## src/rtl/brtag_manager_pkg.sv

```systemverilog
// Shared definitions for the branch-tag manager: default widths and the
// opcodes that dispatch uses to decide whether a uop needs a branch tag.
package brtag_manager_pkg;

    localparam int BRM_WIDTH_DEF = 4;
    localparam int PC_WIDTH_DEF  = 32;

    localparam logic [6:0] OPC_BRANCH = 7'b1100011;
    localparam logic [6:0] OPC_JAL    = 7'b1101111;
    localparam logic [6:0] OPC_JALR   = 7'b1100111;

    function automatic logic needs_brtag(input logic [6:0] opc);
        return (opc == OPC_BRANCH) || (opc == OPC_JAL) || (opc == OPC_JALR);
    endfunction

endpackage

```

## src/rtl/brtag_manager_if.sv

```systemverilog
// Bundle between dispatch/executeBR (master) and the branch-tag manager (slave).
interface brtag_manager_if
    import brtag_manager_pkg::*;
#(
    parameter int WIDTH_BRM = BRM_WIDTH_DEF,
    parameter int WIDTH_PC  = PC_WIDTH_DEF
);
    logic                 i_flush;
    logic                 i_alloc_req;
    logic                 o_alloc_ok;
    logic [WIDTH_BRM-1:0] o_tag;
    logic [WIDTH_BRM-1:0] o_brmask;
    logic                 i_res_valid;
    logic [WIDTH_BRM-1:0] i_res_tag;
    logic                 i_res_kill;
    logic [WIDTH_PC-1:0]  i_res_PC;
    logic [WIDTH_BRM-1:0] o_clr_mask;
    logic [WIDTH_BRM-1:0] o_kill_mask;
    logic                 o_redirect_valid;
    logic [WIDTH_PC-1:0]  o_redirect_PC;
    logic [31:0]          o_cnt_res;
    logic [31:0]          o_cnt_kill;

    modport master (
        output i_flush, i_alloc_req, i_res_valid, i_res_tag, i_res_kill, i_res_PC,
        input  o_alloc_ok, o_tag, o_brmask, o_clr_mask, o_kill_mask,
               o_redirect_valid, o_redirect_PC, o_cnt_res, o_cnt_kill
    );

    modport slave (
        input  i_flush, i_alloc_req, i_res_valid, i_res_tag, i_res_kill, i_res_PC,
        output o_alloc_ok, o_tag, o_brmask, o_clr_mask, o_kill_mask,
               o_redirect_valid, o_redirect_PC, o_cnt_res, o_cnt_kill
    );

endinterface

```

## src/rtl/brtag_manager_onehot_lowest.sv

```systemverilog
// Isolates the lowest set bit of a vector as a one-hot value (0 when the input is 0).
module onehot_lowest #(
    parameter int WIDTH = 4
) (
    input  logic [WIDTH-1:0] vec_i,
    output logic [WIDTH-1:0] onehot_o
);

    assign onehot_o = vec_i & (~vec_i + WIDTH'(1));

endmodule

```

## src/rtl/brtag_manager.sv

```systemverilog
// Branch-tag owner: grants one-hot tags, tracks per-tag dependency snapshots and
// broadcasts clear/kill masks and fetch redirects. Perf counters under BRTAG_PERF_EN.
module brtag_manager
    import brtag_manager_pkg::*;
#(
    parameter int WIDTH_BRM = BRM_WIDTH_DEF,
    parameter int WIDTH_PC  = PC_WIDTH_DEF
) (
    input  logic            i_clk,
    input  logic            i_rst,
    brtag_manager_if.slave  bus
);

    logic [WIDTH_BRM-1:0] busy_q, busy_d;
    logic [WIDTH_BRM-1:0] dep_q [WIDTH_BRM];
    logic [WIDTH_BRM-1:0] dep_d [WIDTH_BRM];
    logic [WIDTH_BRM-1:0] clr_q, clr_d;
    logic [WIDTH_BRM-1:0] kill_q, kill_d;
    logic                 redir_q, redir_d;
    logic [WIDTH_PC-1:0]  redir_pc_q, redir_pc_d;

    logic [WIDTH_BRM-1:0] low_free;
    logic [WIDTH_BRM-1:0] grant_tag;
    logic [WIDTH_BRM-1:0] res_hit_tag;
    logic [WIDTH_BRM-1:0] kill_set;
    logic                 kill_req;
    logic                 res_hit;
    logic                 alloc_ok;
    logic                 res_ok_evt;
    logic                 kill_evt;

    onehot_lowest #(.WIDTH(WIDTH_BRM)) u_lowest (
        .vec_i    (~busy_q),
        .onehot_o (low_free)
    );

    assign kill_req    = bus.i_res_valid & bus.i_res_kill;
    assign res_hit_tag = bus.i_res_tag & busy_q;
    assign res_hit     = bus.i_res_valid & (|res_hit_tag);
    // A kill request blocks allocation even when its tag turns out not to be live.
    assign alloc_ok    = bus.i_alloc_req & (|(~busy_q)) & ~bus.i_flush & ~kill_req;
    assign grant_tag   = alloc_ok ? low_free : '0;
    assign res_ok_evt  = ~bus.i_flush & res_hit & ~bus.i_res_kill;
    assign kill_evt    = ~bus.i_flush & res_hit & bus.i_res_kill;

    // Squash set: the resolving tag plus every live tag allocated while it was live.
    always_comb begin
        kill_set = res_hit_tag;
        for (int u = 0; u < WIDTH_BRM; u++) begin
            if (|(dep_q[u] & bus.i_res_tag)) kill_set[u] = 1'b1;
        end
        kill_set = kill_set & busy_q;
    end

    always_comb begin
        busy_d     = busy_q;
        dep_d      = dep_q;
        clr_d      = '0;
        kill_d     = '0;
        redir_d    = 1'b0;
        redir_pc_d = redir_pc_q;
        if (bus.i_flush) begin
            busy_d = '0;
            kill_d = busy_q;
            for (int u = 0; u < WIDTH_BRM; u++) dep_d[u] = '0;
        end else if (kill_evt) begin
            busy_d     = busy_q & ~kill_set;
            kill_d     = kill_set;
            redir_d    = 1'b1;
            redir_pc_d = bus.i_res_PC;
            for (int u = 0; u < WIDTH_BRM; u++) dep_d[u] = dep_q[u] & ~kill_set;
        end else begin
            if (res_ok_evt) begin
                busy_d = busy_q & ~res_hit_tag;
                clr_d  = res_hit_tag;
                for (int u = 0; u < WIDTH_BRM; u++) dep_d[u] = dep_q[u] & ~res_hit_tag;
            end
            if (alloc_ok) begin
                busy_d = busy_d | grant_tag;
                for (int u = 0; u < WIDTH_BRM; u++) begin
                    if (grant_tag[u]) dep_d[u] = busy_q & ~clr_d;
                end
            end
        end
    end

    always_ff @(posedge i_clk) begin
        if (i_rst) begin
            busy_q     <= '0;
            clr_q      <= '0;
            kill_q     <= '0;
            redir_q    <= 1'b0;
            redir_pc_q <= '0;
            for (int u = 0; u < WIDTH_BRM; u++) dep_q[u] <= '0;
        end else begin
            busy_q     <= busy_d;
            clr_q      <= clr_d;
            kill_q     <= kill_d;
            redir_q    <= redir_d;
            redir_pc_q <= redir_pc_d;
            for (int u = 0; u < WIDTH_BRM; u++) dep_q[u] <= dep_d[u];
        end
    end

`ifdef BRTAG_PERF_EN
    logic [31:0] cnt_res_q, cnt_kill_q;

    always_ff @(posedge i_clk) begin
        if (i_rst) begin
            cnt_res_q  <= '0;
            cnt_kill_q <= '0;
        end else begin
            if (res_ok_evt) cnt_res_q  <= cnt_res_q + 32'd1;
            if (kill_evt)   cnt_kill_q <= cnt_kill_q + 32'd1;
        end
    end

    assign bus.o_cnt_res  = cnt_res_q;
    assign bus.o_cnt_kill = cnt_kill_q;
`else
    assign bus.o_cnt_res  = 32'd0;
    assign bus.o_cnt_kill = 32'd0;
`endif

    assign bus.o_alloc_ok       = alloc_ok;
    assign bus.o_tag            = grant_tag;
    assign bus.o_brmask         = busy_q;
    assign bus.o_clr_mask       = clr_q;
    assign bus.o_kill_mask      = kill_q;
    assign bus.o_redirect_valid = redir_q;
    assign bus.o_redirect_PC    = redir_pc_q;

endmodule
```

## src/flat_wrapper.sv

```systemverilog
// flat-port wrapper written by rule: the top's interface ports become plain ports
module brtag_manager_flat import brtag_manager_pkg::*;
#(
    parameter int WIDTH_BRM = BRM_WIDTH_DEF,
    parameter int WIDTH_PC  = PC_WIDTH_DEF
)
  (i_clk, i_rst, bus_i_flush, bus_i_alloc_req, bus_i_res_valid, bus_i_res_tag, bus_i_res_kill, bus_i_res_PC, bus_o_alloc_ok, bus_o_tag, bus_o_brmask, bus_o_clr_mask, bus_o_kill_mask, bus_o_redirect_valid, bus_o_redirect_PC, bus_o_cnt_res, bus_o_cnt_kill);
  brtag_manager_if #(.WIDTH_BRM(WIDTH_BRM), .WIDTH_PC(WIDTH_PC)) bus_i ();
  input  logic i_clk;
  input  logic i_rst;
  input wire logic [$bits(bus_i.i_flush)-1:0] bus_i_flush;
  input wire logic [$bits(bus_i.i_alloc_req)-1:0] bus_i_alloc_req;
  input wire logic [$bits(bus_i.i_res_valid)-1:0] bus_i_res_valid;
  input wire logic [$bits(bus_i.i_res_tag)-1:0] bus_i_res_tag;
  input wire logic [$bits(bus_i.i_res_kill)-1:0] bus_i_res_kill;
  input wire logic [$bits(bus_i.i_res_PC)-1:0] bus_i_res_PC;
  output wire logic [$bits(bus_i.o_alloc_ok)-1:0] bus_o_alloc_ok;
  output wire logic [$bits(bus_i.o_tag)-1:0] bus_o_tag;
  output wire logic [$bits(bus_i.o_brmask)-1:0] bus_o_brmask;
  output wire logic [$bits(bus_i.o_clr_mask)-1:0] bus_o_clr_mask;
  output wire logic [$bits(bus_i.o_kill_mask)-1:0] bus_o_kill_mask;
  output wire logic [$bits(bus_i.o_redirect_valid)-1:0] bus_o_redirect_valid;
  output wire logic [$bits(bus_i.o_redirect_PC)-1:0] bus_o_redirect_PC;
  output wire logic [$bits(bus_i.o_cnt_res)-1:0] bus_o_cnt_res;
  output wire logic [$bits(bus_i.o_cnt_kill)-1:0] bus_o_cnt_kill;
  assign bus_i.i_flush = bus_i_flush;
  assign bus_i.i_alloc_req = bus_i_alloc_req;
  assign bus_i.i_res_valid = bus_i_res_valid;
  assign bus_i.i_res_tag = bus_i_res_tag;
  assign bus_i.i_res_kill = bus_i_res_kill;
  assign bus_i.i_res_PC = bus_i_res_PC;
  assign bus_o_alloc_ok = bus_i.o_alloc_ok;
  assign bus_o_tag = bus_i.o_tag;
  assign bus_o_brmask = bus_i.o_brmask;
  assign bus_o_clr_mask = bus_i.o_clr_mask;
  assign bus_o_kill_mask = bus_i.o_kill_mask;
  assign bus_o_redirect_valid = bus_i.o_redirect_valid;
  assign bus_o_redirect_PC = bus_i.o_redirect_PC;
  assign bus_o_cnt_res = bus_i.o_cnt_res;
  assign bus_o_cnt_kill = bus_i.o_cnt_kill;
  brtag_manager #(.WIDTH_BRM(WIDTH_BRM), .WIDTH_PC(WIDTH_PC)) u_core (.i_clk(i_clk), .i_rst(i_rst), .bus(bus_i));
endmodule
```

## config.mk

```make
export PLATFORM = sky130hd
export DESIGN_NAME = brtag_manager_flat
export DESIGN_NICKNAME = d
export VERILOG_FILES = /design/src/rtl/brtag_manager_pkg.sv /design/src/rtl/brtag_manager_if.sv /design/src/rtl/brtag_manager_onehot_lowest.sv /design/src/rtl/brtag_manager.sv /design/src/flat_wrapper.sv
export SDC_FILE = /design/constraint.sdc
export NUM_CORES = 1
export LEC_CHECK = 0
export ABC_AREA = 1
export BUFFER_PORTS_ARGS = -buffer_cell sky130_fd_sc_hd__buf_2
export CORE_MARGIN = 4
export CORE_UTILIZATION = 40
export CTS_CLUSTER_DIAMETER = 30
export DETAILED_ROUTE_END_ITERATION = 16
export GPL_ROUTABILITY_DRIVEN = 0
export PLACE_DENSITY_LB_ADDON = 0.1
export SLEW_MARGIN = 30
export SYNTH_ARGS = -nofsm -noshare
export SYNTH_HDL_FRONTEND = slang
export SYNTH_HIERARCHICAL = 1
export SYNTH_SLANG_ARGS = --single-unit
export TNS_END_PERCENT = 20
```

## constraint.sdc

```tcl
create_clock -name i_clk -period 4.5 [get_ports i_clk]
set_clock_uncertainty 0.15 [all_clocks]
set_input_delay 0.225 -clock i_clk [delete_from_list [all_inputs] [get_ports i_clk]]
set_output_delay 0.225 -clock i_clk [all_outputs]
set_load 0.01 [all_outputs]
```

==> flow_summary.ini, run 1 <==
[yosys]
syn_avg_cell_area_um2 = 6.99
yosys-top-cells-area = dfxtp_1 36%, nand2_1 15%, buf_4 15%
async_flop_share = 0
yosys_register_bits = 61
synth_largest_area_cell = dfxtp_1
synth_cells = 480
ys_types = 23
ys_warn_count = 6
synth_edf_count = 0
synth_top_area_share = 0.364
seq_area_frac_synth = 0.364
syn-cell-area_um2 = 3360
synth_ff_type = dfxtp_1

[setup_path]
end_kind = register
r2r_end = u_core/dep_q[11]
critical-path-max-stage-delay_ns = 0.87
worstPathCellList = nand2_1 -> nand2_1 -> inv_2 -> nand2_4 -> nand3_4 -> nor2_2 -> nand3_1 -> nand2_1
required_ns = 4.63
crit_fanout = 35
crit-reg2reg-launch = u_core/bus.o_brmask[1]
criticalPathCategory = reg2reg
crit_buf_inv = 1
cpMostUsedCell = nand2_1
slowest_stage = nor2_2
critPathLaunchType = register
crit_family = simple AND/OR/NAND/NOR gates
reg2reg_slack_ns = 1.85
arrival_ns = 2.78
rr_worst_depth = 8

[global_routing]
grt_usage = 0.185
grt_max_degree = 38
gr-total-overflow = 0
grt_pass1_vias = 2989
antenna_found_initial = 1
grt_pass1_wl_um = 14500

[job]
drv_cap = 0

[clock_network]
clock_sinks = 61
cts_buffers = 9
cts_root_buf = clkbuf_8
clk_latency_ns = 0.33
cts_tree = done
ctsResizeCount = 0
clk_pin_slew_ns = 0.07
cts_max_level = 3
clk_path_buf_depth = 2

[route]
antenna_left = 0
finalWirelength_um = 9460
post_drt_wl_per_cell_um = 13.4
vias_per_cell = 4.78
drt_iter0_markers = 116
first_pass_iters = 5
drc_errors = 0
via_count = 3368

[timing]
grt_setup_unrepaired = false
worst_slew_pin_slew_ns = 0.939
final_max_slew_viol_count = 0
hold_violations = 0
fin_setup_tns_ns = 0
fmax_mhz = 377
setup_ws_ns = 1.85
fin_crit_sh = 0.589
setup_viol = 0
min_period_ns = 2.65
slew-limit-headroom = 0.373

[floorplan]
die_x_um = 99.6
die_h_um = 99.6
core_area_um2 = 8180
start_util = 0.411
dieArea_um2 = 9920
pin_count = 156
rows = 33

[layout]
seq_area_um2 = 1220
nets = 636
multiInputGateArea_um2 = 1650
fin_util = 0.500
mostFrequentLayoutCells = 136 x nand2_1, 91 x buf_2, 64 x conb_1
synthToLayoutAreaGrowth_pct = 21.9
nFillCells = 842
final_common_cell = nand2_1
drive_above_1_share = 0.229
num_antenna_cells = 0

[pwr]
peakVddDrop_mv = 0.138
total_power_mw = 1.12
powerDensity_nw_per_um2 = 273
cellLeakagePower_nw = 2.02

[worst_hold_path]
worstHoldStart = bus_i_flush
hold_class = in2reg
whs_endpoint = u_core/bus.o_kill_mask[1]
min_path_cells = 3

[place]
hpwl_um = 6520
port_buffers = 91
pre_cts_slack_ns = 1.73

[outcome]
outcome = finished, final reports clean
-- worst reg2reg max path, cell delays in order, from the launching register on --
cell	delay (ns)
dfxtp_1	0.48
nand2_1	0.14
nand2_1	0.09
inv_2	0.04
nand2_4	0.16
nand3_4	0.38
nor2_2	0.87
nand3_1	0.17
nand2_1	0.12
-- layer usage --
layer / vias up / global-route usage / wire [µm] / share of wire
li1: 1649 / - / - / -
met1: 1509 / 0.228 / 3860 / 0.41
met2: 185 / 0.300 / 4520 / 0.48
met3: 23 / 0.0386 / 834 / 0.088
met4: 2 / 0.102 / 238 / 0.025
met5: - / 0 / 7 / 0.00074
-- cells by family after synthesis --
kind of cell	after synthesis	synth area share
AOI/OAI and AO/OA	47	0.0812
buffers and inverters	117	0.217
DFF	61	0.364
other	1	0.00112
and+or+nand+nor	254	0.337
-- Yosys cell counts, types with 6 or more instances --
library cell and count:
nand2_1 136, dfxtp_1 61, buf_4 67, nand3_1 55, nor3_1 6, inv_1 29, clkbuf_1 7, a21oi_1 30
nor2_1 23, nand2_2 11, a21oi_2 10, o21ai_0 7, nand4_1 17
-- stage by stage --
step	std cells	hold WS (ns)	instance area [µm²]
3_3_place_gp	656	0.301	3580
6_report	704	0.112	4090
3_5_place_dp	656	0.305	3580
5_1_grt	704	0.113	4090
2_1_floorplan	543	0.211	3590
4_1_cts	704	0.0829	4090
-- cell type report --
cell class | count | share of cell area
inverter | 34 | 0.0315
clock inverter | 6 | 0.0150
clock buffer | 10 | 0.0312
multi-input combinational | 365 | 0.402
tap | 105 | 0.0321
sequential | 61 | 0.298
timing repair buffer | 123 | 0.190
-- registers in the layout, summed over array words and instances (netlist names) --
register                     count
u_core/bus.o_brmask              4
u_core/bus.o_kill_mask           4
u_core/bus.o_clr_mask            4
u_core/bus.o_redirect_valid      1
u_core/dep_q                    16
u_core/bus.o_redirect_PC        32
-- report_power, final --
part	internal (mW)	switching (mW)	total [mW]
Sequential	0.542	0.00193	0.544
Clock	0.255	0.214	0.469
Combinational	0.0387	0.0673	0.106
-- worst max-delay path by stage --
stage               cells past startpoint          endpoint              startpoint
global route                            8   u_core/dep_q[7]  u_core/bus.o_brmask[1]
global placement                        6   u_core/dep_q[2]             bus_i_flush
CTS                                     8  u_core/dep_q[11]  u_core/bus.o_brmask[1]
finish                                  8  u_core/dep_q[11]  u_core/bus.o_brmask[1]
floorplan                              10  u_core/dep_q[13]  u_core/bus.o_brmask[1]
detailed placement                      6  u_core/dep_q[11]             bus_i_flush
-- repair_timing --
action,in CTS,in global routing
setup buffers,0,0
hold buffers,32,0
hold endpoints to repair,32,0
No activity file was read; power rests on OpenSTA's default activity.
==> inputs of run 2 (changes only) <==
==> constraint.sdc (replaced) <==
create_clock -name i_clk -period 2.3 [get_ports i_clk]
set_clock_uncertainty 0.15 [all_clocks]
set_input_delay 0.115 -clock i_clk [delete_from_list [all_inputs] [get_ports i_clk]]
set_output_delay 0.115 -clock i_clk [all_outputs]
set_load 0.01 [all_outputs]
==> flow_summary.ini, run 2 (synthesis results as in run 1) <==
[clock_network]
cts_buffers = 9
clock_sinks = 61
cts_root_buf = clkbuf_8
cts_max_level = 3
cts_tree = done
clk_latency_ns = 0.34
clk_path_buf_depth = 2
clk_pin_slew_ns = 0.06
postCtsSetupRepairBufs = 0
ctsResizeCount = 0

[global_routing]
gr-total-overflow = 0
grt_usage = 0.193
grt_pass1_wl_um = 15200
grt_pass1_vias = 2991
antenna_found_initial = 0
grt_max_degree = 37

[setup_path]
criticalPathCategory = in2out
rr_worst_depth = 10
critPathLaunchType = input port
crit_path_start = bus_i_flush
end_kind = output pin
arrival_ns = 1.88
reg2reg_slack_ns = 0.33
crit-reg2reg-launch = u_core/bus.o_brmask[1]
r2r_end = u_core/dep_q[8]
worstPathCellList = dlygate4sd3_1 -> buf_2 -> inv_1 -> nand3_1 -> nor2_2 -> nand2_1 -> inv_1 -> buf_2
required_ns = 2.04
crit_fanout = 7
critical-path-max-stage-delay_ns = 0.53
slowest_stage = dlygate4sd3_1

[place]
placed_cell_area_um2 = 3640
hpwl_um = 6890
port_buffers = 91

[worst_hold_path]
hold_class = in2reg
whs_endpoint = u_core/bus.o_clr_mask[2]
min_path_cells = 3
worstHoldStart = bus_i_res_tag[2]

[floorplan]
dieArea_um2 = 9920
die_x_um = 99.6
rows = 33
pin_count = 156
start_util = 0.411
die_h_um = 99.6
core_area_um2 = 8180

[layout]
fin_util = 0.511
nets = 646
final_common_cell = nand2_1
mostFrequentLayoutCells = 136 x nand2_1, 91 x buf_2, 64 x conb_1
final_cell_area_um2 = 4170
synthToLayoutAreaGrowth_pct = 24.3
largest_register_ffs = 32
num_antenna_cells = 0
drive_above_1_share = 0.238

[timing]
fmax_mhz = 465
fin_setup_tns_ns = 0
setup_viol = 0
hold_violations = 0
final_max_slew_viol_count = 0
grt_setup_unrepaired = false
fin_crit_sh = 0.935
min_period_ns = 2.15

[route]
drc_errors = 0
wl_met2_um = 4510
first_pass_iters = 5
topRoutingLayerUsed = met4
vias_per_cell = 4.73
post_drt_wl_per_cell_um = 13.7
via_count = 3376
drt_iter0_markers = 258
antenna_left = 0
wl_met1_um = 4250
wl_met3_um = 858
finalWirelength_um = 9800

[pwr]
cellLeakagePower_nw = 2.06
powerDensity_nw_per_um2 = 531
peakVddDrop_mv = 0.305
total_power_mw = 2.22

[outcome]
outcome = finished, final reports clean

[job]
drv_cap = 0
run 2: changes by cell type in the layout (fill, tap and decap cells not counted):
cell           before  now
clkinv_2            4    3
clkinv_4            0    1
inv_6               1    0
buf_4               0    8
clkinvlp_4          1    2
dlygate4sd3_1      32   34
run 2: final cells by class:
class	count	area, µm²
sequential	61	1220
multi-input combinational	365	1650
inverter	34	129
timing repair buffer	133	856
tap	105	131
clock buffer	10	128
fill	834	4000
clock inverter	6	63.8
run 2: where the power goes:
group,switching [mW],internal (mW)
logic,0.135,0.0815
clock network,0.440,0.498
registers,0.00379,1.06
run 2: metal layers:
layer  global-route usage  vias up
li1                     -     1661
met1                0.258     1536
met2                0.303      163
met3               0.0400       16
met4               0.0788        0
met5                    0        -
run 2: worst max-delay path by stage:
stage	endpoint	slack, ns	cells after the start
after floorplan	u_core/dep_q[13]	0.71	10
after global placement	u_core/bus.o_kill_mask[0]	0.32	9
after detailed placement	u_core/bus.o_kill_mask[0]	0.36	9
after CTS	bus_o_tag[1]	0.16	8
after global routing	bus_o_tag[1]	0.05	8
final	bus_o_tag[1]	0.15	8
run 2: timing repair:
action,in CTS,in global routing
hold buffers,34,0
hold endpoints to repair,35,0
setup endpoints to repair,0,0
run 2: critical path, delay by kind of cell:
| family | cells | cell delay (ns) |
|---|---|---|
| buffers and inverters | 5 | 1.22 |
| and+or+nand+nor | 3 | 0.54 |
run 2: stage by stage:
step / instances / hold slack, ns / setup slack (ns)
detailed placement: 664 / 0.222 / 0.360
global route: 714 / 0.0692 / 0.0471
floorplan: 543 / 0.101 / 0.709
global placement: 664 / 0.216 / 0.316
CTS: 714 / 0.0212 / 0.164
finish: 714 / 0.0405 / 0.150
==> inputs of run 3 (changes only) <==
==> constraint.sdc (replaced) <==
create_clock -name i_clk -period 2.75 [get_ports i_clk]
set_clock_uncertainty 0.15 [all_clocks]
set_input_delay 0.1375 -clock i_clk [delete_from_list [all_inputs] [get_ports i_clk]]
set_output_delay 0.1375 -clock i_clk [all_outputs]
set_load 0.01 [all_outputs]
==> flow_summary.ini, run 3 (synthesis results as in run 1) <==
[clock_network]
clock_sinks = 61
cts_root_buf = clkbuf_8
ctsResizeCount = 0
clk_path_buf_depth = 2
postCtsSetupRepairBufs = 0
cts_hold_buf = 32
clk_latency_ns = 0.34
cts_tree = done
cts_buffers = 9
clk_pin_slew_ns = 0.07
cts_max_level = 3

[setup_path]
rr_worst_depth = 9
crit_fanout = 16
required_ns = 2.84
critPathLaunchType = register
reg2reg_slack_ns = 0.55
crit_path_start = u_core/bus.o_brmask[2]
crit-reg2reg-launch = u_core/bus.o_brmask[2]
arrival_ns = 2.28
end_kind = register
criticalPathCategory = reg2reg
r2r_end = u_core/dep_q[6]
endpoint = u_core/dep_q[6]

[layout]
nets = 641
nFillCells = 839
drive_above_1_share = 0.237
mostFrequentLayoutCells = 136 x nand2_1, 91 x buf_2, 64 x conb_1
final_cell_area_um2 = 4160
seq_area_um2 = 1220
largest_register_ffs = 32
num_antenna_cells = 0
multiInputGateArea_um2 = 1650
final_common_cell = nand2_1
synthToLayoutAreaGrowth_pct = 24.0

[global_routing]
antenna_found_initial = 0
grt_usage = 0.188
grt_max_degree = 37
grt_pass1_vias = 2956
grt_pass1_wl_um = 14800
gr-total-overflow = 0

[timing]
worst_slew_pin_slew_ns = 0.585
slew-limit-headroom = 0.610
fmax_mhz = 455
fin_crit_sh = 0.799
setup_viol = 0
final_max_slew_viol_count = 0
grt_setup_unrepaired = false
min_period_ns = 2.20
fin_setup_tns_ns = 0
hold_violations = 0

[route]
drt_iter0_markers = 215
vias_per_cell = 4.67
post_drt_wl_per_cell_um = 13.6
via_count = 3311
first_pass_iters = 5
drc_errors = 0
antenna_left = 0
finalWirelength_um = 9640

[outcome]
outcome = finished, final reports clean

[job]
drv_cap = 0

[pwr]
peakVddDrop_mv = 0.366
cellLeakagePower_nw = 2.05
powerDensity_nw_per_um2 = 471

[floorplan]
pin_count = 156
dieArea_um2 = 9920
rows = 33
die_h_um = 99.6
die_x_um = 99.6
core_area_um2 = 8180
start_util = 0.411

[place]
port_buffers = 91
hpwl_um = 6670
placed_cell_area_um2 = 3620

[worst_hold_path]
hold_class = in2reg
-- run 3: routing by layer --
metal	vias up	track usage	routed length (µm)
met5	-	0	0
met4	0	0.0525	131
met3	11	0.0547	745
met2	158	0.307	4540
met1	1493	0.244	4220
li1	1649	-	-
-- run 3: worst max-delay path, cell delays in order, from the launching register on --
cell	delay [ns]
dfxtp_1	0.46
nand2_1	0.17
nand2_1	0.10
inv_2	0.04
nand2_4	0.16
nand3_1	0.43
nand2_1	0.33
nand3_1	0.10
nand3_1	0.10
nand2_1	0.05
-- run 3: stage by stage --
| step | setup slack (ns) | utilization | total power [mW] | instances | hold slack, ns |
|---|---|---|---|---|---|
| 4_1_cts | 0.582 | 0.509 | 1.98 | 709 | 0.00455 |
| 3_5_place_dp | 0.610 | 0.443 | 1.05 | 661 | 0.243 |
| 5_1_grt | 0.424 | 0.509 | 2.05 | 709 | 0.0501 |
| 2_1_floorplan | 1.16 | - | 1.06 | 543 | 0.124 |
| 3_3_place_gp | 0.647 | 0.443 | 1.05 | 661 | 0.239 |
| 6_report | 0.553 | 0.509 | 1.96 | 709 | 0.0207 |
-- run 3: cell type report --
type / instances / area share
inverters: 34 / 0.0310
repair buffers: 128 / 0.195
clock buffers: 9 / 0.0298
clock inverters: 7 / 0.0237
multi-input cells: 365 / 0.395
flip-flops and latches: 61 / 0.293
well taps: 105 / 0.0316
-- run 3: power breakdown --
group / internal, mW / leakage [nW] / total [mW] / switching [mW]
clock: 0.515 / 0.110 / 0.895 / 0.380
combinational: 0.0662 / 1.45 / 0.177 / 0.111
sequential: 0.886 / 0.491 / 0.889 / 0.00328
total: 1.47 / 2.05 / 1.96 / 0.494
-- run 3: worst min-delay path by stage --
stage / startpoint / end / slack [ns] / depth (start not counted)
2_1_floorplan: bus_i_res_PC[10] / u_core/bus.o_redirect_PC[10] / 0.12 / 2
6_report: bus_i_flush / u_core/bus.o_kill_mask[2] / 0.02 / 3
5_1_grt: bus_i_res_tag[0] / u_core/bus.o_clr_mask[0] / 0.05 / 3
3_3_place_gp: bus_i_res_PC[23] / u_core/bus.o_redirect_PC[23] / 0.24 / 3
4_1_cts: bus_i_flush / u_core/bus.o_kill_mask[2] / 0.005 / 3
3_5_place_dp: bus_i_res_PC[13] / u_core/bus.o_redirect_PC[13] / 0.24 / 3
